==> src/rtl/vga_sync_monitor_if.sv <==
// Bus between a VGA timing source and vga_sync_monitor.
// master: the side that drives sync/RGB and reads the recovered timing.
// slave : the monitor itself.
interface vga_sync_monitor_if;
  logic        hsync;
  logic        vsync;
  logic [2:0]  red;
  logic [2:0]  green;
  logic [1:0]  blue;
  logic        err_clr;
  logic [10:0] x;
  logic [9:0]  y;
  logic [7:0]  pix_rgb;
  logic        active;
  logic        locked;
  logic        frame_done;
  logic [3:0]  err_flags;
  logic [15:0] frame_crc;
  logic        crc_valid;

  modport master (
    output hsync, vsync, red, green, blue, err_clr,
    input  x, y, pix_rgb, active, locked, frame_done, err_flags, frame_crc, crc_valid
  );

  modport slave (
    input  hsync, vsync, red, green, blue, err_clr,
    output x, y, pix_rgb, active, locked, frame_done, err_flags, frame_crc, crc_valid
  );
endinterface

==> src/rtl/vga_sync_monitor.sv <==
// vga_sync_monitor: recovers (x, y) from observed hsync/vsync, checks line and
// frame timing, runs a SEARCH/ACQUIRE/LOCKED lock machine and keeps sticky
// timing error flags.
// Optional feature macro: FRAME_CRC_EN (CRC-16-CCITT over each frame's active pixels).
module vga_sync_monitor #(
  parameter int HPIXELS     = 800,
  parameter int HPULSE      = 96,
  parameter int VLINES      = 521,
  parameter int VPULSE      = 2,
  parameter int HBP         = 144,
  parameter int HFP         = 784,
  parameter int VBP         = 31,
  parameter int VFP         = 511,
  parameter int LOCK_FRAMES = 2
) (
  input logic               clk_vga,
  input logic               rst,
  vga_sync_monitor_if.slave bus
);

  typedef enum logic [1:0] {
    SEARCH  = 2'd0,
    ACQUIRE = 2'd1,
    LOCKED  = 2'd2
  } state_e;

  logic        hs_q, vs_q, hs_p, vs_p;
  logic [7:0]  rgb_q, rgb_p;
  logic        fall_h, rise_h, fall_v, rise_v;

  logic [10:0] h_cnt_q, h_cnt_d;
  logic [9:0]  v_cnt_q, v_cnt_d;
  logic [10:0] hw_cnt_q, hw_cnt_d;
  logic        h_seen_q, h_seen_d;
  logic        v_seen_q, v_seen_d;
  logic [3:0]  err_q, err_d;
  logic        frame_err_q, frame_err_d;
  logic        frame_done_q, frame_done_d;
  logic [3:0]  raised;
  logic        any_err;
  logic        enter_search;

  state_e      state_q, state_d;
  logic [7:0]  good_q, good_d;
  logic        locked;
  logic        active;

  // Two-stage capture of the raw inputs; the pair of stages gives edge detection.
  always_ff @(posedge clk_vga or posedge rst) begin
    if (rst) begin
      hs_q  <= 1'b0;
      vs_q  <= 1'b0;
      rgb_q <= '0;
      hs_p  <= 1'b0;
      vs_p  <= 1'b0;
      rgb_p <= '0;
    end else begin
      hs_q  <= bus.hsync;
      vs_q  <= bus.vsync;
      rgb_q <= {bus.red, bus.green, bus.blue};
      hs_p  <= hs_q;
      vs_p  <= vs_q;
      rgb_p <= rgb_q;
    end
  end

  assign fall_h = hs_p & ~hs_q;
  assign rise_h = ~hs_p & hs_q;
  assign fall_v = vs_p & ~vs_q;
  assign rise_v = ~vs_p & vs_q;

  // Timing checks; each is suppressed until the first matching sync edge so a
  // partial line or frame after reset or loss of lock is never reported.
  always_comb begin
    raised = '0;
    if (fall_h && h_seen_q && (int'(h_cnt_q) + 1 != HPIXELS)) raised[0] = 1'b1;
    if (!fall_h && h_seen_q && (h_cnt_q == 11'd2046))         raised[0] = 1'b1;
    if (rise_h && h_seen_q && (int'(hw_cnt_q) != HPULSE))     raised[1] = 1'b1;
    if (fall_v && v_seen_q && (int'(v_cnt_q) + 1 != VLINES))  raised[2] = 1'b1;
    if (rise_v && v_seen_q && (int'(v_cnt_q) + 1 != VPULSE))  raised[3] = 1'b1;
  end

  assign any_err      = |raised;
  assign enter_search = (state_q == LOCKED) && any_err;

  // Next values for the position counters, pulse-width counter and error state.
  always_comb begin
    if (fall_h)                    h_cnt_d = '0;
    else if (h_cnt_q == 11'h7FF)   h_cnt_d = h_cnt_q;
    else                           h_cnt_d = h_cnt_q + 11'd1;

    v_cnt_d = v_cnt_q;
    if (fall_v)                    v_cnt_d = '0;
    else if (fall_h && (v_cnt_q != 10'h3FF)) v_cnt_d = v_cnt_q + 10'd1;

    if (hs_q)                      hw_cnt_d = '0;
    else if (hw_cnt_q == 11'h7FF)  hw_cnt_d = hw_cnt_q;
    else                           hw_cnt_d = hw_cnt_q + 11'd1;

    h_seen_d = enter_search ? 1'b0 : (h_seen_q | fall_h);
    v_seen_d = enter_search ? 1'b0 : (v_seen_q | fall_v);

    err_d        = bus.err_clr ? raised : (err_q | raised);
    frame_err_d  = fall_v ? 1'b0 : (frame_err_q | any_err);
    frame_done_d = fall_v;
  end

  // Datapath registers.
  always_ff @(posedge clk_vga or posedge rst) begin
    if (rst) begin
      h_cnt_q      <= '0;
      v_cnt_q      <= '0;
      hw_cnt_q     <= '0;
      h_seen_q     <= 1'b0;
      v_seen_q     <= 1'b0;
      err_q        <= '0;
      frame_err_q  <= 1'b0;
      frame_done_q <= 1'b0;
    end else begin
      h_cnt_q      <= h_cnt_d;
      v_cnt_q      <= v_cnt_d;
      hw_cnt_q     <= hw_cnt_d;
      h_seen_q     <= h_seen_d;
      v_seen_q     <= v_seen_d;
      err_q        <= err_d;
      frame_err_q  <= frame_err_d;
      frame_done_q <= frame_done_d;
    end
  end

  // Lock machine state register.
  always_ff @(posedge clk_vga or posedge rst) begin
    if (rst) begin
      state_q <= SEARCH;
      good_q  <= '0;
    end else begin
      state_q <= state_d;
      good_q  <= good_d;
    end
  end

  // Lock machine next state: count clean frames in ACQUIRE, fall back on any error in LOCKED.
  always_comb begin
    state_d = state_q;
    good_d  = good_q;
    case (state_q)
      SEARCH: begin
        if (fall_v) begin
          state_d = ACQUIRE;
          good_d  = '0;
        end
      end
      ACQUIRE: begin
        if (fall_v) begin
          if (frame_err_q || any_err) begin
            good_d = '0;
          end else if (int'(good_q) + 1 >= LOCK_FRAMES) begin
            state_d = LOCKED;
            good_d  = '0;
          end else begin
            good_d = good_q + 8'd1;
          end
        end
      end
      LOCKED: begin
        if (any_err) state_d = SEARCH;
      end
      default: begin
        state_d = SEARCH;
        good_d  = '0;
      end
    endcase
  end

  // Lock machine outputs: lock status and the active-region window.
  always_comb begin
    locked = (state_q == LOCKED);
    active = locked &&
             (int'(h_cnt_q) >= HBP) && (int'(h_cnt_q) < HFP) &&
             (int'(v_cnt_q) >= VBP) && (int'(v_cnt_q) < VFP);
  end

  assign bus.x          = h_cnt_q;
  assign bus.y          = v_cnt_q;
  assign bus.pix_rgb    = rgb_p;
  assign bus.active     = active;
  assign bus.locked     = locked;
  assign bus.frame_done = frame_done_q;
  assign bus.err_flags  = err_q;

`ifdef FRAME_CRC_EN
  logic [15:0] crc_q, crc_d;
  logic [15:0] frame_crc_q, frame_crc_d;
  logic        crc_valid_q, crc_valid_d;

  function automatic logic [15:0] crcStep(input logic [15:0] crcIn, input logic [7:0] data);
    logic [15:0] c;
    c = crcIn;
    for (int i = 7; i >= 0; i--) begin
      if (c[15] ^ data[i]) c = {c[14:0], 1'b0} ^ 16'h1021;
      else                 c = {c[14:0], 1'b0};
    end
    return c;
  endfunction

  // Running CRC over active pixels; snapshot and restart at every frame boundary.
  always_comb begin
    crc_d       = crc_q;
    frame_crc_d = frame_crc_q;
    crc_valid_d = 1'b0;
    if (fall_v) begin
      frame_crc_d = crc_q;
      crc_valid_d = 1'b1;
      crc_d       = 16'hFFFF;
    end else if (active) begin
      crc_d = crcStep(crc_q, rgb_p);
    end
  end

  // CRC registers.
  always_ff @(posedge clk_vga or posedge rst) begin
    if (rst) begin
      crc_q       <= '0;
      frame_crc_q <= '0;
      crc_valid_q <= 1'b0;
    end else begin
      crc_q       <= crc_d;
      frame_crc_q <= frame_crc_d;
      crc_valid_q <= crc_valid_d;
    end
  end

  assign bus.frame_crc = frame_crc_q;
  assign bus.crc_valid = crc_valid_q;
`else
  assign bus.frame_crc = '0;
  assign bus.crc_valid = 1'b0;
`endif

endmodule

==> src/flat_wrapper.sv <==
// flat-port wrapper written by rule: the top's interface ports become plain ports
module vga_sync_monitor_flat 
#(
  parameter int HPIXELS     = 800,
  parameter int HPULSE      = 96,
  parameter int VLINES      = 521,
  parameter int VPULSE      = 2,
  parameter int HBP         = 144,
  parameter int HFP         = 784,
  parameter int VBP         = 31,
  parameter int VFP         = 511,
  parameter int LOCK_FRAMES = 2
)
  (clk_vga, rst, bus_hsync, bus_vsync, bus_red, bus_green, bus_blue, bus_err_clr, bus_x, bus_y, bus_pix_rgb, bus_active, bus_locked, bus_frame_done, bus_err_flags, bus_frame_crc, bus_crc_valid);
  vga_sync_monitor_if bus_i ();
  input logic clk_vga;
  input logic rst;
  input wire logic [$bits(bus_i.hsync)-1:0] bus_hsync;
  input wire logic [$bits(bus_i.vsync)-1:0] bus_vsync;
  input wire logic [$bits(bus_i.red)-1:0] bus_red;
  input wire logic [$bits(bus_i.green)-1:0] bus_green;
  input wire logic [$bits(bus_i.blue)-1:0] bus_blue;
  input wire logic [$bits(bus_i.err_clr)-1:0] bus_err_clr;
  output wire logic [$bits(bus_i.x)-1:0] bus_x;
  output wire logic [$bits(bus_i.y)-1:0] bus_y;
  output wire logic [$bits(bus_i.pix_rgb)-1:0] bus_pix_rgb;
  output wire logic [$bits(bus_i.active)-1:0] bus_active;
  output wire logic [$bits(bus_i.locked)-1:0] bus_locked;
  output wire logic [$bits(bus_i.frame_done)-1:0] bus_frame_done;
  output wire logic [$bits(bus_i.err_flags)-1:0] bus_err_flags;
  output wire logic [$bits(bus_i.frame_crc)-1:0] bus_frame_crc;
  output wire logic [$bits(bus_i.crc_valid)-1:0] bus_crc_valid;
  assign bus_i.hsync = bus_hsync;
  assign bus_i.vsync = bus_vsync;
  assign bus_i.red = bus_red;
  assign bus_i.green = bus_green;
  assign bus_i.blue = bus_blue;
  assign bus_i.err_clr = bus_err_clr;
  assign bus_x = bus_i.x;
  assign bus_y = bus_i.y;
  assign bus_pix_rgb = bus_i.pix_rgb;
  assign bus_active = bus_i.active;
  assign bus_locked = bus_i.locked;
  assign bus_frame_done = bus_i.frame_done;
  assign bus_err_flags = bus_i.err_flags;
  assign bus_frame_crc = bus_i.frame_crc;
  assign bus_crc_valid = bus_i.crc_valid;
  vga_sync_monitor #(.HPIXELS(HPIXELS), .HPULSE(HPULSE), .VLINES(VLINES), .VPULSE(VPULSE), .HBP(HBP), .HFP(HFP), .VBP(VBP), .VFP(VFP), .LOCK_FRAMES(LOCK_FRAMES)) u_core (.clk_vga(clk_vga), .rst(rst), .bus(bus_i));
endmodule
==> config.mk <==
export PLATFORM = sky130hd
export DESIGN_NAME = vga_sync_monitor_flat
export DESIGN_NICKNAME = d
export VERILOG_FILES = /design/src/rtl/vga_sync_monitor_if.sv /design/src/rtl/vga_sync_monitor.sv /design/src/flat_wrapper.sv
export SDC_FILE = /design/constraint.sdc
export NUM_CORES = 1
export LEC_CHECK = 0
export ABC_AREA = 1
export BUFFER_PORTS_ARGS = -buffer_cell sky130_fd_sc_hd__buf_4
export CELL_PAD_IN_SITES_DETAIL_PLACEMENT = 2
export CELL_PAD_IN_SITES_GLOBAL_PLACEMENT = 2
export CORE_UTILIZATION = 27
export DETAILED_ROUTE_END_ITERATION = 12
export GPL_TIMING_DRIVEN = 0
export PLACE_DENSITY = 0.78
export SLEW_MARGIN = 20
export SYNTH_ARGS = -nofsm -noshare
export SYNTH_HDL_FRONTEND = slang
export SYNTH_SLANG_ARGS = --single-unit
==> constraint.sdc <==
create_clock -name clk_vga -period 7.05 [get_ports clk_vga]
set_input_delay 1.41 -clock clk_vga [delete_from_list [all_inputs] [get_ports clk_vga]]
set_output_delay 1.41 -clock clk_vga [all_outputs]
set_load 0.02 [all_outputs]
==> flow_summary.toml, run 1 <==
[worst_setup_path]
cp-startpoint = "u_core.bus.y[0]"
cp.required_ps = 5640
reg2reg_depth = 16
worstPathArrival_ps = 1930
worstSetupPathType = "register to primary output"
critPathMaxFanout = 6
end_kind = "primary output"
r2r-start = "u_core.bus.y[0]"
worst_setup_path_start_kind = "register"

[clock_network]
cts_made_buffers = 9
hold_buffers = 0
clock_latency_ps = 340
clk_pin_slew_ps = 60
clock_path_buffers = 2
cts_setup_buffers = 0
cts-root-buf = "clkbuf_16"
cts_tree = "yes"
cts.sinks = 70
cts_max_level = 3
ctsResizeCount = 0

[drt]
vias = 2973
drc = 0
routed_wl_microns = 9953
viasPerCell = 4.546
firstDrtPassIters = 4
drt-initial-drc-count = 102
routedWlPerCell_microns = 15.22
postRouteAntennaNets = 0

[timing]
maxSlewHeadroom_pct = 48.89
setup_viol = 0
min_period_ps = 3343
fin_setup_tns_ps = 0
worst_slack_ps = 3707
hold_viol = 0
finalCritPeriodShare_pct = 47.42
fmax_ghz = 0.2991
tightest_slew_ps = 766.7
finClkSkew_ps = 4.421
slew_violations = 0
rsz0062_at_grt = "false"

[grt]
grt_remaining_overflow = 0
antenna_found_initial = 0
grt_pass1_wl_microns = 16690
track_usage_pct = 16.63
grt_start_max_net_pins = 47
grt_pass1_vias = 3220

[worst_hold_path]
hp-class = "register to register"
holdPathStages = 0
min_from = "u_core.rgb_q[5]"

[synthesis]
ys_seq_area_share_pct = 50.82
ys_warn_count = 0
synth_top_area_share_pct = 50.82
syn_area_per_cell_sq_um = 8.511
synth_largest_area_cell = "dfrtp_1"
synthesis.area_sq_um = 3447
syn-instance-count = 405
synth_edf_count = 0
synth.distinct_cells = 36
synthArstFlopShare_pct = 100.0
synthTopCellsByArea = "dfrtp_1, nand2_1, inv_1"
ys_ff_latch = 70
synth_flop_cell = "dfrtp_1"

[placed_design]
post-place-ws_ps = 4051
dp_hpwl_microns = 7224
portBuffers = 48
finalWeightedCongestion = 0.7435

[floorplanning]
initial_utilization_pct = 28.23
io_pins = 66
fp.dieH_microns = 115.0
row_count = 40
die_area_sq_um = 13220
core_sq_um = 12210
fp.dieW_microns = 115.0

[layout]
drive_above_1_share_pct = 20.58
n_antenna_cell = 0
final_net_count = 504
areaGrowthSynthToFinish_pct = 28.57
final_core_util_pct = 36.29

[status]
status = "finished, final reports clean"

[pwr]
peakVddDrop_v = 0.0001638
power_density_nw_per_um2 = 259.7
p_leak_nw = 2.184

[job]
maxCapViolCount = 0
-- path summary, 6_finish.rpt --
path / to / slack (ps)
setup / recovery: bus_active / 3710
hold / removal: u_core.bus.pix_rgb[5] / 350
setup reg to reg: u_core.state_q[0] / 4740
hold reg to reg: u_core.bus.pix_rgb[5] / 350
max in group asynchronous: u_core.bus.y[3] / 5430
min in group asynchronous: u_core.rgb_q[7] / 1050
-- logic make-up after synthesis --
logic type | after synthesis | share of synthesized area, %
flops | 70 | 50.82
fa+ha+maj | 10 | 3.630
other cells | 1 | 0.1088
compound gates | 62 | 10.05
xor+xnor | 4 | 1.017
simple gates | 174 | 23.38
buf+inv | 84 | 11.00
-- per-stage QoR --
stage          area [sq um]  power (W)  cells  hold WS (ps)
5_1_grt                4432   0.001208    654         362.6
3_5_place_dp           4108  0.0006586    638         337.8
3_3_place_gp           4078  0.0006457    637         331.6
2_1_floorplan          3507  0.0005833    421         331.2
4_1_cts                4432   0.001172    654         351.0
6_report               4432   0.001151    654         349.0
-- placed cells by master (no fill, tap or decap), types with 2 or more instances in the layout --
| cell type | n |
|---|---|
| nand3_1 | 30 |
| a31oi_1 | 2 |
| ha_1 | 10 |
| nor3_1 | 4 |
| nand2_2 | 3 |
| nor2_4 | 2 |
| o22ai_1 | 8 |
| nand2_1 | 75 |
| nor2_1 | 36 |
| inv_1 | 63 |
| nor2_2 | 7 |
| conb_1 | 17 |
| clkbuf_16 | 9 |
| nand4_1 | 9 |
| buf_4 | 65 |
| o21ai_0 | 30 |
| dfrtp_1 | 70 |
| clkbuf_1 | 2 |
| bufinv_16 | 2 |
| xnor2_1 | 2 |
| a21oi_1 | 15 |
| nor3_2 | 2 |
| xor2_1 | 2 |
-- report_power, final --
part	switching, W	leakage [nW]	total, W	internal, W
Sequential	0.0000308	0.898	0.000462	0.000431
Clock	0.000181	0.156	0.000501	0.000320
Combinational	0.000117	1.13	0.000188	0.0000706
-- area by class of cell --
type                            count  area, sq um
Sequential cell                    70         1752
Clock inverter                      5        81.33
Fill cell                        1404         7780
Timing Repair Buffer               49        387.9
Buffer                             18        131.4
Inverter                           66        250.2
Multi-Input combinational cell    267         1376
Tap cell                          168        210.2
Clock buffer                       11        242.7
-- cells in the mapped netlist, types with 2 or more instances --
master	instances
a31oi_1	2
nor3_2	2
nor2_4	2
xor2_1	2
nand2_2	3
nand4_1	9
o22ai_1	8
nand3_1	30
buf_4	17
inv_1	64
nor2_2	7
nor3_1	4
a21oi_1	15
nand2_1	75
o21ai_0	30
nor2_1	36
dfrtp_1	70
ha_1	10
xnor2_1	2
-- worst max-delay path: stages (launching register included) --
cell and delay, ps:
dfrtp_1 440, ha_1 240, inv_1 100, nor2_4 160
nand2_1 100, a21oi_1 190, o2111a_1 210, buf_4 150
-- flip-flops by register name (all words and copies together) (netlist names) --
| name | cells |
|---|---|
| u_core.v_seen_q | 1 |
| u_core.h_seen_q | 1 |
| u_core.bus.pix_rgb | 8 |
| u_core.state_q | 2 |
| u_core.vs_p | 1 |
| u_core.vs_q | 1 |
| u_core.rgb_q | 8 |
| u_core.hs_p | 1 |
| u_core.hw_cnt_q | 11 |
| u_core.bus.err_flags | 4 |
| u_core.bus.frame_done | 1 |
| u_core.good_q | 8 |
| u_core.frame_err_q | 1 |
| u_core.bus.x | 11 |
| u_core.hs_q | 1 |
| u_core.bus.y | 10 |
-- per-layer routing --
layer  track usage, %  up-vias  routed length [microns]
li1                 -     1420                        -
met1            19.74     1505                     4318
met2            29.32       41                     5209
met3            4.850        7                      332
met4            4.416        0                       94
met5                0        -                        0
Power figures use the tool's default switching activity.
==> run 2: changes to the inputs <==
--- a/config.mk
+++ b/config.mk
@@ -5,14 +5,14 @@
 export SDC_FILE = /design/constraint.sdc
 export NUM_CORES = 1
 export LEC_CHECK = 0
-export ABC_AREA = 1
+export ABC_AREA = 0
 export BUFFER_PORTS_ARGS = -buffer_cell sky130_fd_sc_hd__buf_4
 export CELL_PAD_IN_SITES_DETAIL_PLACEMENT = 2
 export CELL_PAD_IN_SITES_GLOBAL_PLACEMENT = 2
 export CORE_UTILIZATION = 27
 export DETAILED_ROUTE_END_ITERATION = 12
 export GPL_TIMING_DRIVEN = 0
-export PLACE_DENSITY = 0.78
+export PLACE_DENSITY = 0.77
 export SLEW_MARGIN = 20
 export SYNTH_ARGS = -nofsm -noshare
 export SYNTH_HDL_FRONTEND = slang
==> constraint.sdc (replaced) <==
create_clock -name clk_vga -period 2.85 [get_ports clk_vga]
set_input_delay 0.57 -clock clk_vga [delete_from_list [all_inputs] [get_ports clk_vga]]
set_output_delay 0.57 -clock clk_vga [all_outputs]
set_load 0.02 [all_outputs]
==> run 2 against run 1 <==
  * Sequential share of layout area rose by 0.55 points
  * Clock-buffer cell count fell by 1
  * Clock power rose by 110%
  * Worst hold slack got worse by 190 ps
  * Register-to-register slack got worse by 4100 ps
  * First-iteration DRC count fell by 13%
  * Sequential cell count did not move
  * Largest cell class unchanged
  * Total power rose by 120%
  * Setup slack got worse by 3600 ps
  * Global-route usage fell by 1.9 points
  * Area after synthesis fell by 0.47%
==> flow_summary.toml, run 2 <==
[layout]
areaGrowthSynthToFinish_pct = 27.50
fin_cells = 583
n_antenna_cell = 0
final_common_cell = "dfrtp_1"
final_net_count = 433
final_cell_mix = "dfrtp_1, buf_4, nor2_1"
drive_above_1_share_pct = 23.86

[worst_setup_path]
slowest_delay_ps = 510
cpLargestDelayFamily = "simple AND/OR/NAND/NOR gates"
critPathMaxFanout = 8
cpMaxStageDelayCell = "or4_1"
worst_setup_path_start_kind = "register"
worstPathArrival_ps = 2120
rrSetupSlack_ps = 640
cp.required_ps = 2280
worstPathCellList = "buf_4 -> or4_1 -> a21oi_1 -> nor4_2 -> o211ai_1 -> a21oi_1 -> buf_4"
worstSetupPathType = "register to primary output"
end_kind = "primary output"
path_buf_inv = 2

[drt]
viasPerCell = 4.623
firstDrtPassIters = 4
routed_wl_microns = 8790
drt-initial-drc-count = 89
vias = 2695
drc = 0
routedWlPerCell_microns = 15.08
postRouteAntennaNets = 0

[timing]
setup_viol = 0
tightest_slew_ps = 509.2
finClkSkew_ps = 7.362
rsz0062_at_grt = "false"
worst_slack_ps = 156.4
finalCritPeriodShare_pct = 94.51
slew_violations = 0
fmax_ghz = 0.3713
min_period_ps = 2694
maxSlewHeadroom_pct = 65.83
hold_viol = 0
fin_setup_tns_ps = 0

[grt]
grt_start_max_net_pins = 56
grt_remaining_overflow = 0
grt_pass1_wl_microns = 15050
antenna_found_initial = 0
grt_pass1_vias = 2964
track_usage_pct = 14.71

[synthesis]
syn_area_per_cell_sq_um = 10.27
synth_largest_area_cell = "dfrtp_1"
synthTopCellsByArea = "dfrtp_1, buf_4, xor2_1"
syn-instance-count = 334
synth_edf_count = 0
ys_warn_count = 0
synth.distinct_cells = 54
yosysMostFrequentCell = "dfrtp_1"
synthArstFlopShare_pct = 100.0
synth_flop_cell = "dfrtp_1"
ys_top_cells_by_count = "dfrtp_1, nor2_1, buf_4"
ys_seq_area_share_pct = 51.06
synth_top_area_share_pct = 51.06
ys_ff_latch = 70
synthesis.area_sq_um = 3431

[clock_network]
cts_made_buffers = 9
clock_latency_ps = 340
cts-root-buf = "clkbuf_16"
cts.sinks = 70
cts_max_level = 3
clock_path_buffers = 2
clk_pin_slew_ps = 60
cts_tree = "yes"
cts_setup_buffers = 0

[worst_hold_path]
hp-class = "input pin to async pin"

[floorplanning]
row_count = 40
io_pins = 66
core_sq_um = 12210
fp.dieW_microns = 114.7
fp.dieH_microns = 114.7
die_area_sq_um = 13160
initial_utilization_pct = 28.09

[placed_design]
post-place-ws_ps = 425.1
dpl.cell_count = 567
dp_hpwl_microns = 6414
finalWeightedCongestion = 0.7516
portBuffers = 48

[pwr]
power_density_nw_per_um2 = 588.0
p_leak_nw = 2.064
peakVddDrop_v = 0.0003871

[status]
status = "finished, final reports clean"

[job]
maxCapViolCount = 0
## run 2: cell types whose count changed in the layout (fill, tap and decap cells not counted), moves of 6 or more
cell     before  now
xor2_1        2   16
nand2_1      75   17
nor2_2        7    0
and3_1        0    6
or3_1         0    6
inv_1        63   17
o21ai_0      30   12
and2_1        1   12
nand3_1      30    8
nor2_1       36   30
o22ai_1       8    1
## run 2: cells by family after synthesis
kind of cell / Yosys count / synth area share (%)
mux: 2 / 0.5835
other cells: 1 / 0.1093
buf+inv: 48 / 7.986
flops: 70 / 51.06
fa+ha+maj: 10 / 3.647
simple gates: 122 / 19.84
compound gates: 58 / 10.91
xor+xnor: 23 / 5.872
## run 2: final timing paths
kind / from / to / cells after the start
setup / recovery: u_core.bus.y[5] / bus_active / 7
hold / removal: rst / u_core.rgb_q[6] / 2
setup reg to reg: u_core.hw_cnt_q[0] / u_core.hw_cnt_q[9] / 7
hold reg to reg: u_core.rgb_q[5] / u_core.bus.pix_rgb[5] / 0
max in group asynchronous: rst / u_core.bus.x[3] / 3
min in group clk_vga: bus_blue[1] / u_core.rgb_q[1] / 1
## run 2: routing by layer
layer / track usage [%] / part of all wire [%] / vias up
li1: - / - / 1288
met1: 18.23 / 45 / 1355
met2: 24.77 / 50 / 41
met3: 4.500 / 4.6 / 11
met4: 4.156 / 0.96 / 0
met5: 0 / 0 / -
## run 2: what timing repair did
action / 4_1_cts / 5_1_grt
resized for setup: 0 / 2
hold buffers: 0 / 0
setup endpoints to repair: 0 / 1
## run 2: power breakdown
group / switching [W] / total [W] / leakage (nW) / internal (W)
Sequential: 0.0000751 / 0.00113 / 0.895 / 0.00106
Clock: 0.000444 / 0.00104 / 0.129 / 0.000593
Combinational: 0.000228 / 0.000400 / 1.04 / 0.000172
## run 2: area by class of cell
type                       instances  area, sq um
tap                              168        210.2
sequential                        70         1753
inverter                          18        70.07
clock buffer                      10        229.0
clock inverter                     6        46.29
multi-input combinational        232         1471
timing repair buffer              49        387.9
buffer                            30        206.4
fill                            1356         7838
## run 2: stage by stage
step,cell area (sq um),utilization [%],hold slack [ps],total power [W]
floorplan,3491,-,331.2,0.001394
global placement,4061,33.26,331.7,0.001530
detailed placement,4091,33.50,337.9,0.001559
CTS,4367,35.76,159.9,0.002620
global route,4374,35.82,169.6,0.002707
finish,4374,35.82,161.7,0.002572
